<file path="src/rtl/execute_stage_if.sv">
// ---------------------------------------------------------------------------
// execute_stage_if
// Bundles the signals between the ID/EX register, the execute stage and the
// EX/MEM register of the RV32I pipeline.
//   E-side inputs : EnM, ID/EX controls (RegWriteE, MemWriteE, JumpE,
//                   BranchE, ALUSrcE, JalrE, ResultSrcE, ALUControlE,
//                   funct3E), ID/EX data (PCE, PCPlus4E, ImmExtE, RD1E, RD2E,
//                   RdE), forwarding selects (ForwardAE, ForwardBE) and
//                   ResultW
//   Outputs       : PCSrcE, PCTargetE, ZeroE (combinational) and the EX/MEM
//                   register contents (RegWriteM, MemWriteM, ResultSrcM,
//                   funct3M, RdM, ALUResultM, WriteDataM, PCPlus4M)
// Modports: master = pipeline/upstream driver, slave = execute stage.
// ---------------------------------------------------------------------------
interface execute_stage_if;
   logic        EnM;
   logic        RegWriteE;
   logic        MemWriteE;
   logic        JumpE;
   logic        BranchE;
   logic        ALUSrcE;
   logic        JalrE;
   logic [1:0]  ResultSrcE;
   logic [4:0]  ALUControlE;
   logic [2:0]  funct3E;
   logic [31:0] PCE;
   logic [31:0] PCPlus4E;
   logic [31:0] ImmExtE;
   logic [31:0] RD1E;
   logic [31:0] RD2E;
   logic [4:0]  RdE;
   logic [1:0]  ForwardAE;
   logic [1:0]  ForwardBE;
   logic [31:0] ResultW;

   logic        PCSrcE;
   logic [31:0] PCTargetE;
   logic        ZeroE;
   logic        RegWriteM;
   logic        MemWriteM;
   logic [1:0]  ResultSrcM;
   logic [2:0]  funct3M;
   logic [4:0]  RdM;
   logic [31:0] ALUResultM;
   logic [31:0] WriteDataM;
   logic [31:0] PCPlus4M;

   modport master (
      output EnM, RegWriteE, MemWriteE, JumpE, BranchE, ALUSrcE, JalrE,
             ResultSrcE, ALUControlE, funct3E, PCE, PCPlus4E, ImmExtE,
             RD1E, RD2E, RdE, ForwardAE, ForwardBE, ResultW,
      input  PCSrcE, PCTargetE, ZeroE, RegWriteM, MemWriteM, ResultSrcM,
             funct3M, RdM, ALUResultM, WriteDataM, PCPlus4M
   );

   modport slave (
      input  EnM, RegWriteE, MemWriteE, JumpE, BranchE, ALUSrcE, JalrE,
             ResultSrcE, ALUControlE, funct3E, PCE, PCPlus4E, ImmExtE,
             RD1E, RD2E, RdE, ForwardAE, ForwardBE, ResultW,
      output PCSrcE, PCTargetE, ZeroE, RegWriteM, MemWriteM, ResultSrcM,
             funct3M, RdM, ALUResultM, WriteDataM, PCPlus4M
   );
endinterface

</file>
<file path="src/rtl/execute_stage.sv">
// ---------------------------------------------------------------------------
// execute_stage
// RV32I execute stage: operand forwarding, ALU, branch resolution and the
// EX/MEM pipeline register.
//   clk  : pipeline clock, all state updates on the rising edge
//   rst  : synchronous active-low reset of the EX/MEM register
//   bus  : execute_stage_if.slave -- ID/EX inputs, forwarding sources,
//          combinational branch outputs and EX/MEM register contents
// ---------------------------------------------------------------------------
module execute_stage (
   input  logic               clk,
   input  logic               rst,
   execute_stage_if.slave     bus
);

   localparam logic [4:0] ALU_ADD  = 5'b00000;
   localparam logic [4:0] ALU_SUB  = 5'b00001;
   localparam logic [4:0] ALU_AND  = 5'b00010;
   localparam logic [4:0] ALU_OR   = 5'b00011;
   localparam logic [4:0] ALU_XOR  = 5'b00100;
   localparam logic [4:0] ALU_SLL  = 5'b00101;
   localparam logic [4:0] ALU_SRL  = 5'b00110;
   localparam logic [4:0] ALU_SRA  = 5'b00111;
   localparam logic [4:0] ALU_SLT  = 5'b01000;
   localparam logic [4:0] ALU_SLTU = 5'b01001;
   localparam logic [4:0] ALU_LUI  = 5'b01010;

   logic [31:0] w_src_a;
   logic [31:0] w_write_data;
   logic [31:0] w_src_b;
   logic [4:0]  w_shamt;
   logic [31:0] w_alu_result;
   logic        w_cond;

   logic        r_reg_write;
   logic        r_mem_write;
   logic [1:0]  r_result_src;
   logic [2:0]  r_funct3;
   logic [4:0]  r_rd;
   logic [31:0] r_alu_result;
   logic [31:0] r_write_data;
   logic [31:0] r_pc_plus4;

   // Forwarding muxes; select 11 is unused by the hazard unit and falls back
   // to the register-file value.
   // NOTE: every always_comb output gets a default before the case so that no
   // path leaves it unassigned, which would infer a latch.
   always_comb begin
      w_src_a = bus.RD1E;
      case (bus.ForwardAE)
         2'b01:   w_src_a = bus.ResultW;
         2'b10:   w_src_a = r_alu_result;
         default: w_src_a = bus.RD1E;
      endcase
   end

   always_comb begin
      w_write_data = bus.RD2E;
      case (bus.ForwardBE)
         2'b01:   w_write_data = bus.ResultW;
         2'b10:   w_write_data = r_alu_result;
         default: w_write_data = bus.RD2E;
      endcase
   end

   assign w_src_b = bus.ALUSrcE ? bus.ImmExtE : w_write_data;
   assign w_shamt = w_src_b[4:0];

   always_comb begin
      w_alu_result = 32'd0;
      case (bus.ALUControlE)
         ALU_ADD:  w_alu_result = w_src_a + w_src_b;
         ALU_SUB:  w_alu_result = w_src_a - w_src_b;
         ALU_AND:  w_alu_result = w_src_a & w_src_b;
         ALU_OR:   w_alu_result = w_src_a | w_src_b;
         ALU_XOR:  w_alu_result = w_src_a ^ w_src_b;
         ALU_SLL:  w_alu_result = w_src_a << w_shamt;
         ALU_SRL:  w_alu_result = w_src_a >> w_shamt;
         ALU_SRA:  w_alu_result = $unsigned($signed(w_src_a) >>> w_shamt);
         ALU_SLT:  w_alu_result = {31'd0, $signed(w_src_a) < $signed(w_src_b)};
         ALU_SLTU: w_alu_result = {31'd0, w_src_a < w_src_b};
         ALU_LUI:  w_alu_result = w_src_b;
         default:  w_alu_result = 32'd0;
      endcase
   end

   // Branch compares use the forwarded rs2 value, never the immediate.
   always_comb begin
      w_cond = 1'b0;
      case (bus.funct3E)
         3'b000:  w_cond = (w_src_a == w_write_data);
         3'b001:  w_cond = (w_src_a != w_write_data);
         3'b100:  w_cond = ($signed(w_src_a) <  $signed(w_write_data));
         3'b101:  w_cond = ($signed(w_src_a) >= $signed(w_src_b == w_src_b ? w_write_data : w_write_data));
         3'b110:  w_cond = (w_src_a <  w_write_data);
         3'b111:  w_cond = (w_src_a >= w_write_data);
         default: w_cond = 1'b0;
      endcase
   end

   assign bus.PCSrcE    = bus.JumpE | (bus.BranchE & w_cond);
   assign bus.PCTargetE = bus.JalrE ? ((w_src_a + bus.ImmExtE) & 32'hFFFF_FFFE)
                                    : (bus.PCE + bus.ImmExtE);
   assign bus.ZeroE     = (w_alu_result == 32'd0);

   // EX/MEM register: reset beats stall, stall beats load.
   // NOTE: sequential state uses non-blocking assignments so every register
   // samples pre-edge values regardless of statement order.
   always_ff @(posedge clk) begin
      if (!rst) begin
         r_reg_write  <= 1'b0;
         r_mem_write  <= 1'b0;
         r_result_src <= 2'd0;
         r_funct3     <= 3'd0;
         r_rd         <= 5'd0;
         r_alu_result <= 32'd0;
         r_write_data <= 32'd0;
         r_pc_plus4   <= 32'd0;
      end else if (bus.EnM) begin
         r_reg_write  <= bus.RegWriteE;
         r_mem_write  <= bus.MemWriteE;
         r_result_src <= bus.ResultSrcE;
         r_funct3     <= bus.funct3E;
         r_rd         <= bus.RdE;
         r_alu_result <= w_alu_result;
         r_write_data <= w_write_data;
         r_pc_plus4   <= bus.PCPlus4E;
      end
   end

   assign bus.RegWriteM  = r_reg_write;
   assign bus.MemWriteM  = r_mem_write;
   assign bus.ResultSrcM = r_result_src;
   assign bus.funct3M    = r_funct3;
   assign bus.RdM        = r_rd;
   assign bus.ALUResultM = r_alu_result;
   assign bus.WriteDataM = r_write_data;
   assign bus.PCPlus4M   = r_pc_plus4;

endmodule

</file>
<file path="src/flat_wrapper.sv">
// flat-port wrapper written by rule: the top's interface ports become plain ports
module execute_stage_flat 
  (clk, rst, bus_EnM, bus_RegWriteE, bus_MemWriteE, bus_JumpE, bus_BranchE, bus_ALUSrcE, bus_JalrE, bus_ResultSrcE, bus_ALUControlE, bus_funct3E, bus_PCE, bus_PCPlus4E, bus_ImmExtE, bus_RD1E, bus_RD2E, bus_RdE, bus_ForwardAE, bus_ForwardBE, bus_ResultW, bus_PCSrcE, bus_PCTargetE, bus_ZeroE, bus_RegWriteM, bus_MemWriteM, bus_ResultSrcM, bus_funct3M, bus_RdM, bus_ALUResultM, bus_WriteDataM, bus_PCPlus4M);
  execute_stage_if bus_i ();
  input  logic clk;
  input  logic rst;
  input wire logic [$bits(bus_i.EnM)-1:0] bus_EnM;
  input wire logic [$bits(bus_i.RegWriteE)-1:0] bus_RegWriteE;
  input wire logic [$bits(bus_i.MemWriteE)-1:0] bus_MemWriteE;
  input wire logic [$bits(bus_i.JumpE)-1:0] bus_JumpE;
  input wire logic [$bits(bus_i.BranchE)-1:0] bus_BranchE;
  input wire logic [$bits(bus_i.ALUSrcE)-1:0] bus_ALUSrcE;
  input wire logic [$bits(bus_i.JalrE)-1:0] bus_JalrE;
  input wire logic [$bits(bus_i.ResultSrcE)-1:0] bus_ResultSrcE;
  input wire logic [$bits(bus_i.ALUControlE)-1:0] bus_ALUControlE;
  input wire logic [$bits(bus_i.funct3E)-1:0] bus_funct3E;
  input wire logic [$bits(bus_i.PCE)-1:0] bus_PCE;
  input wire logic [$bits(bus_i.PCPlus4E)-1:0] bus_PCPlus4E;
  input wire logic [$bits(bus_i.ImmExtE)-1:0] bus_ImmExtE;
  input wire logic [$bits(bus_i.RD1E)-1:0] bus_RD1E;
  input wire logic [$bits(bus_i.RD2E)-1:0] bus_RD2E;
  input wire logic [$bits(bus_i.RdE)-1:0] bus_RdE;
  input wire logic [$bits(bus_i.ForwardAE)-1:0] bus_ForwardAE;
  input wire logic [$bits(bus_i.ForwardBE)-1:0] bus_ForwardBE;
  input wire logic [$bits(bus_i.ResultW)-1:0] bus_ResultW;
  output wire logic [$bits(bus_i.PCSrcE)-1:0] bus_PCSrcE;
  output wire logic [$bits(bus_i.PCTargetE)-1:0] bus_PCTargetE;
  output wire logic [$bits(bus_i.ZeroE)-1:0] bus_ZeroE;
  output wire logic [$bits(bus_i.RegWriteM)-1:0] bus_RegWriteM;
  output wire logic [$bits(bus_i.MemWriteM)-1:0] bus_MemWriteM;
  output wire logic [$bits(bus_i.ResultSrcM)-1:0] bus_ResultSrcM;
  output wire logic [$bits(bus_i.funct3M)-1:0] bus_funct3M;
  output wire logic [$bits(bus_i.RdM)-1:0] bus_RdM;
  output wire logic [$bits(bus_i.ALUResultM)-1:0] bus_ALUResultM;
  output wire logic [$bits(bus_i.WriteDataM)-1:0] bus_WriteDataM;
  output wire logic [$bits(bus_i.PCPlus4M)-1:0] bus_PCPlus4M;
  assign bus_i.EnM = bus_EnM;
  assign bus_i.RegWriteE = bus_RegWriteE;
  assign bus_i.MemWriteE = bus_MemWriteE;
  assign bus_i.JumpE = bus_JumpE;
  assign bus_i.BranchE = bus_BranchE;
  assign bus_i.ALUSrcE = bus_ALUSrcE;
  assign bus_i.JalrE = bus_JalrE;
  assign bus_i.ResultSrcE = bus_ResultSrcE;
  assign bus_i.ALUControlE = bus_ALUControlE;
  assign bus_i.funct3E = bus_funct3E;
  assign bus_i.PCE = bus_PCE;
  assign bus_i.PCPlus4E = bus_PCPlus4E;
  assign bus_i.ImmExtE = bus_ImmExtE;
  assign bus_i.RD1E = bus_RD1E;
  assign bus_i.RD2E = bus_RD2E;
  assign bus_i.RdE = bus_RdE;
  assign bus_i.ForwardAE = bus_ForwardAE;
  assign bus_i.ForwardBE = bus_ForwardBE;
  assign bus_i.ResultW = bus_ResultW;
  assign bus_PCSrcE = bus_i.PCSrcE;
  assign bus_PCTargetE = bus_i.PCTargetE;
  assign bus_ZeroE = bus_i.ZeroE;
  assign bus_RegWriteM = bus_i.RegWriteM;
  assign bus_MemWriteM = bus_i.MemWriteM;
  assign bus_ResultSrcM = bus_i.ResultSrcM;
  assign bus_funct3M = bus_i.funct3M;
  assign bus_RdM = bus_i.RdM;
  assign bus_ALUResultM = bus_i.ALUResultM;
  assign bus_WriteDataM = bus_i.WriteDataM;
  assign bus_PCPlus4M = bus_i.PCPlus4M;
  execute_stage u_core (.clk(clk), .rst(rst), .bus(bus_i));
endmodule
</file>
<file path="config.mk">
export PLATFORM = sky130hd
export DESIGN_NAME = execute_stage_flat
export DESIGN_NICKNAME = d
export VERILOG_FILES = /design/src/rtl/execute_stage_if.sv /design/src/rtl/execute_stage.sv /design/src/flat_wrapper.sv
export SDC_FILE = /design/constraint.sdc
export NUM_CORES = 1
export LEC_CHECK = 0
export ABC_CLOCK_PERIOD_IN_PS = 27300
export BUFFER_PORTS_ARGS = -buffer_cell sky130_fd_sc_hd__buf_2
export CAP_MARGIN = 20
export CORE_AREA = 2 2 177 352
export CTS_BUF_LIST = sky130_fd_sc_hd__clkbuf_16
export DETAILED_ROUTE_END_ITERATION = 8
export DIE_AREA = 0 0 179 354
export RECOVER_POWER = 100
export SYNTH_ARGS = -nofsm -noshare
export SYNTH_HDL_FRONTEND = slang
export SYNTH_SLANG_ARGS = --single-unit
</file>
<file path="constraint.sdc">
create_clock -name clk -period 27.3 [get_ports clk]
set_input_delay 8.19 -clock clk [delete_from_list [all_inputs] [get_ports clk]]
set_output_delay 8.19 -clock clk [all_outputs]
set_load 0.005 [all_outputs]
</file>
# ---- Word level (Yosys, flattened, before mapping)
# Index checks and enable logic that the tools add are counted.
dict set report classes {
  n_addsub 4
  order_cmp 6
  n_eq_ne 21
  shifts 3
  n_mux 6
  bitwise_logic 5
  n_reduce_logical 3
}
# cell n
set op_table {}
lappend op_table {{case mux 32 bit (11 select lines)} 1}
lappend op_table {{< comparator 32 bit} 4}
lappend op_table {{case mux 32 bit (2 select lines)} 2}
lappend op_table {{adder 32 bit} 3}
lappend op_table {{greater-or-equal comparator 32 bit} 2}
lappend op_table {{2-to-1 mux 32 bit} 2}
lappend op_table {{AND 32 bit} 1}
lappend op_table {{equality test 32 bit} 1}
lappend op_table {{zero test 32 bit} 1}
lappend op_table {{inequality test 32 bit} 1}
lappend op_table {{OR 32 bit} 1}
lappend op_table {{<< shifter 32 x 5 -> 32 bit} 1}
lappend op_table {{right shift 32 x 5 -> 32 bit} 1}
lappend op_table {{>>> shifter 32 x 5 -> 32 bit} 1}
lappend op_table {{subtractor 32 bit} 1}
lappend op_table {{XOR 32 bit} 1}
lappend op_table {{equality test 5 x 3 -> 1 bit (second input constant)} 4}
lappend op_table {{equality test 5 x 4 -> 1 bit (second input constant)} 3}
lappend op_table {{equality test 3 bit (second input constant)} 4}
lappend op_table {{equality test 5 x 2 -> 1 bit (second input constant)} 2}
lappend op_table {{case mux 1 bit (6 select lines)} 1}
lappend op_table {{equality test 5 x 1 -> 1 bit (second input constant)} 1}
lappend op_table {{zero test 5 bit} 1}
lappend op_table {{equality test 2 x 1 -> 1 bit (second input constant)} 2}
lappend op_table {{5 further kinds} 6}
dict set report word_totals {
  regBits 108
  in_bits 220
}

# ---- Longest topological paths before layout
dict set report logic_depth {
  depth_word 6
  mapped_depth 25
  depth_no_buf 22
}

# ---- Least setup slack after synthesis
# Ideal clock, no wire load.
dict set report synth_path {
  kind {input-to-output}
  startpoint {input bus_ForwardBE[0]}
  endpoint {output bus_ZeroE}
  t_arrival_ns 12.917
  required_time_ns 19.110
  slack_ns 6.193
  cell_stages 23
  path_buffers 5
  cell_sequence {inv_1 -> ha_1 -> buf_6 -> clkbuf_1 -> buf_1 -> clkbuf_1 -> nor2_1 -> a21oi_1 -> o21ai_0 -> ha_1 -> clkbuf_1 -> nand2b_1 -> nor3_1 -> a21o_1 -> o32ai_2 -> o221ai_1 -> a41oi_1 -> a2111oi_0 -> a221oi_1 -> xnor2_1 -> a211oi_1 -> or3b_2 -> nor3_2}
}
dict set report synth_between {
  elab_chain_cells 6
  elab_cells_between_ends 16
  cone_classes {2 x add/sub; 2 x order compare; 2 x eq/ne; 3 x shift; 3 x mux; 3 x bitwise; 1 x reduce/logical}
}
# element line
set synth_lines {}
lappend synth_lines {{start, declared} flat_wrapper.sv:24} ;# input wire logic [$bits(bus_i.ForwardBE)-1:0] bus_ForwardBE;
lappend synth_lines {{equality test 2 bit or equality test 2 x 1 -> 1 bit (tied branches)} execute_stage.sv:59} ;# case (bus.ForwardBE)
lappend synth_lines {{case mux 32 bit (2 select lines) *} execute_stage.sv:59}
lappend synth_lines {{2-to-1 mux 32 bit *} execute_stage.sv:66} ;# assign w_src_b = bus.ALUSrcE ? bus.ImmExtE : w_write_data;
lappend synth_lines {{subtractor 32 bit, or another cell as far along} execute_stage.sv:73} ;# ALU_SUB: w_alu_result = w_src_a - w_src_b;
lappend synth_lines {{case mux 32 bit (11 select lines) *} execute_stage.sv:71} ;# case (bus.ALUControlE)
lappend synth_lines {{zero test 32 bit *} execute_stage.sv:104} ;# assign bus.ZeroE = (w_alu_result == 32'd0);
lappend synth_lines {{end, declared} flat_wrapper.sv:28} ;# output wire logic [$bits(bus_i.ZeroE)-1:0] bus_ZeroE;
# Mark *: on every way between the ends. The rest lies on a longest branch, timed or not.

# ---- Worst setup path in the final report
dict set report layout_path {
  startpoint {input bus_ForwardBE[1]}
  endpoint {output bus_ZeroE}
}
# The elaborated chain is that of the path after synthesis.

==> impl_metrics.json <==
{
  "status": "finished with violations",
  "violations": "max-capacitance violations, max-slew violations",
  "tightest_slew_ns": 4.40,
  "sw_frac_of_total": 0.515,
  "power.density_nw_per_um2": 43.3,
  "yosysWarnings": 0,
  "fin_skew_ns": 0.0107,
  "die_area_um2": 63400,
  "worstSetupStartpointType": "input port",
  "synth_edf_count": 0,
  "firstDrtPassIters": 5,
  "cts_hold_buffers": 0,
  "power_switching_uw": 463,
  "drc_errors": 0,
  "async_flop_share": 0,
  "die_w_um": 179,
  "synthesis.area_um2": 18000,
  "yosysMostFrequentCell": "nand2_1",
  "grt_pass1_vias": 21500,
  "worstSetupEndpointType": "output pin",
  "post-synth-top-area-cell": "ha_1",
  "hold_viol": 0,
  "max_cap_violations": 5,
  "synthMuxAreaShare": 0.112,
  "clk_pin_slew_ns": 0.09,
  "period_share": 0.915,
  "ys_types": 84,
  "cts_tree": "yes",
  "cts_buffers": 9,
  "vias": 21500,
  "cts-root-buf": "clkbuf_16",
  "ir_drop_mv": 0.0486,
  "clk_path_buf_depth": 2,
  "grt_max_degree": 74,
  "layout-drive-gt1-share": 0.141,
  "critPathMaxFanout": 32,
  "hpwl_um": 77100,
  "worstPathRequired_ns": 19.11,
  "cts_resized": 0,
  "intPower_uw": 436,
  "fin_crit_ns": 24.99,
  "syn_nets": 2966,
  "initial_core_util": 0.297,
  "row_count": 128,
  "synth_top_area_frac": 0.135,
  "synth_fa_ha_area_frac": 0.139,
  "wirelength_um": 95700,
  "arrival_ns": 16.80,
  "post_cts_buffers": 0,
  "fillers": 6722,
  "syn_to_final_growth_pct": 15.1,
  "synth_ff_type": "dfxtp_1",
  "synth_sequential_area_ratio": 0.120,
  "clock.fmax_mhz": 40.0,
  "syn_area_per_cell_um2": 7.08,
  "finalNonFillerCells": 3608,
  "min_path_type": "reg2reg",
  "htreeDepth": 3,
  "ys_ff_latch": 108,
  "synth-xor-area-share": 0.0369,
  "synthTopCellsByCount": "nand2_1 (264), o21ai_0 (238), a21oi_1 (222)",
  "io_pins": 362,
  "grt_pass1_wl_um": 138000,
  "via_per_inst": 5.97,
  "synthCells": 2548,
  "die_y_um": 354,
  "p_comb_frac": 0.642,
  "overflow": 0,
  "cts.sinks": 108,
  "rsz0062_at_grt": "false",
  "synth_compound_area_frac": 0.326,
  "setup_violations": 0,
  "ant_nets": 0,
  "maxSlewViolCount": 267,
  "gr-usage-all-layers": 0.294,
  "final_area_um2": 20800,
  "antenna_found_initial": 4,
  "place_congestion": 1.00,
  "coreArea_um2": 60700,
  "post_drt_wl_per_cell_um": 26.5,
  "dp.cells": 3590,
  "synth.area.top_cells": "ha_1 (13%), dfxtp_1 (12%), mux2i_1 (9.6%)",
  "p_leak_uw": 0.00936,
  "clk_latency_ns": 0.41,
  "slew-limit-headroom": -1.93,
  "drt_iter0_drc": 1490,
  "pwr-share-seq": 0.197,
  "synth_top_family_by_area": "compound AO/OA/AOI/OAI gates",
  "fin_total_pwr_uw": 899,
  "dpl_cell_area_um2": 20600,
  "synthSimpleGateAreaFrac": 0.200,
  "portBuffers": 361,
  "final_nets": 3240,
  "clkPwrFrac": 0.161,
  "crit_type": "in2out",
  "fin_tns_setup_ns": 0
}
## stage by stage
step           hold WS (ns)  worst slack, ns  utilization
2_1_floorplan         0.499             6.19            -
3_3_place_gp          0.492             3.83        0.340
3_5_place_dp          0.502             3.73        0.340
4_1_cts               0.524             3.73        0.344
5_1_grt               0.537             2.11        0.342
6_report              0.516             2.31        0.342
## cell usage in the layout, fill, tap and decap left out, drive strengths merged, types with 11 or more instances in the layout
master,instances
a211oi,28
a21o,46
a21oi,222
a221o,11
a221oi,23
a22oi,70
a31oi,18
and2,32
buf,330
clkbuf,101
dfxtp,108
ha,194
inv,133
mux2,14
mux2i,175
nand2,264
nand2b,31
nand3,54
nand4,21
nor2,201
nor2b,74
nor3,47
nor4,11
o2111ai,13
o211a,33
o211ai,33
o21a,14
o21ai,250
o21bai,18
o221ai,18
o22ai,19
o31ai,13
or3,15
xnor2,56
xor2,20
## layer usage
layer	vias up	global-route usage	wire length, um
met3	330	0.0449	6800
met1	10100	0.311	33400
met4	2	0.214	8140
met2	1154	0.520	47400
met5	-	0	11
li1	9890	-	-
## critical path, cell delays in order
cell and delay, ns:
clkbuf_1 0.09, inv_1 0.06, ha_1 1.28, a221oi_1 0.41, o31ai_4 0.88, inv_1 0.83, fa_1 0.67, a21oi_1 0.25
o221ai_1 0.34, o211ai_1 0.53, a211oi_1 0.14, or3_1 0.48, o21ai_0 0.23, xnor2_1 0.09, a2111oi_0 0.63, nand3_1 0.15
nor4_1 0.52, nand4_1 0.26, nor3_1 0.53, buf_2 0.22
## power groups by stage
stage / registers [uW] / logic (uW) / clock network (uW)
after floorplan: 178 / 365 / 0
after global placement: 180 / 567 / 0
after detailed placement: 180 / 565 / 0
after CTS: 177 / 567 / 149
after global routing: 178 / 620 / 151
final: 177 / 577 / 145
## sequential cells by signal, indices dropped and copies added (netlist names)
register / cells
u_core.bus.PCPlus4M: 32
u_core.bus.WriteDataM: 32
u_core.bus.funct3M: 3
u_core.bus.ResultSrcM: 2
u_core.bus.MemWriteM: 1
u_core.bus.RdM: 5
u_core.bus.RegWriteM: 1
u_core.bus.ALUResultM: 32
## layout make-up
| class | instances | area (um2) | area share |
|---|---|---|---|
| Inverter | 133 | 504 | 0.0243 |
| Tap cell | 780 | 976 | 0.0470 |
| Multi-Input combinational cell | 2148 | 14700 | 0.708 |
| Antenna cell | 1 | 2.50 | 0.000121 |
| Timing Repair Buffer | 422 | 2130 | 0.103 |
| Clock buffer | 9 | 225 | 0.0109 |
| Clock inverter | 7 | 57.6 | 0.00277 |
| Sequential cell | 108 | 2160 | 0.104 |
## kinds of logic (layout without fill, tap and decap cells)
logic type | after synthesis | count (layout)
xor gates and xnor gates | 76 | 76
adders and majority gates | 198 | 198
muxes | 193 | 193
other | 0 | 1
and+or+nand+nor | 777 | 777
DFF | 108 | 108
buffers and inverters | 292 | 571
AOI/OAI and AO/OA | 904 | 904
## final timing paths
check | startpoint | cells after the start | to | slack [ns]
hold reg to reg | u_core.bus.PCPlus4M[29] | 2 | u_core.bus.PCPlus4M[29] | 0.52
setup reg to reg | u_core.bus.ALUResultM[1] | 17 | u_core.bus.ALUResultM[25] | 20.94
hold / removal | u_core.bus.PCPlus4M[29] | 2 | u_core.bus.PCPlus4M[29] | 0.52
setup / recovery | bus_ForwardBE[1] | 20 | bus_ZeroE | 2.31
(Power assumes the default switching activity.)
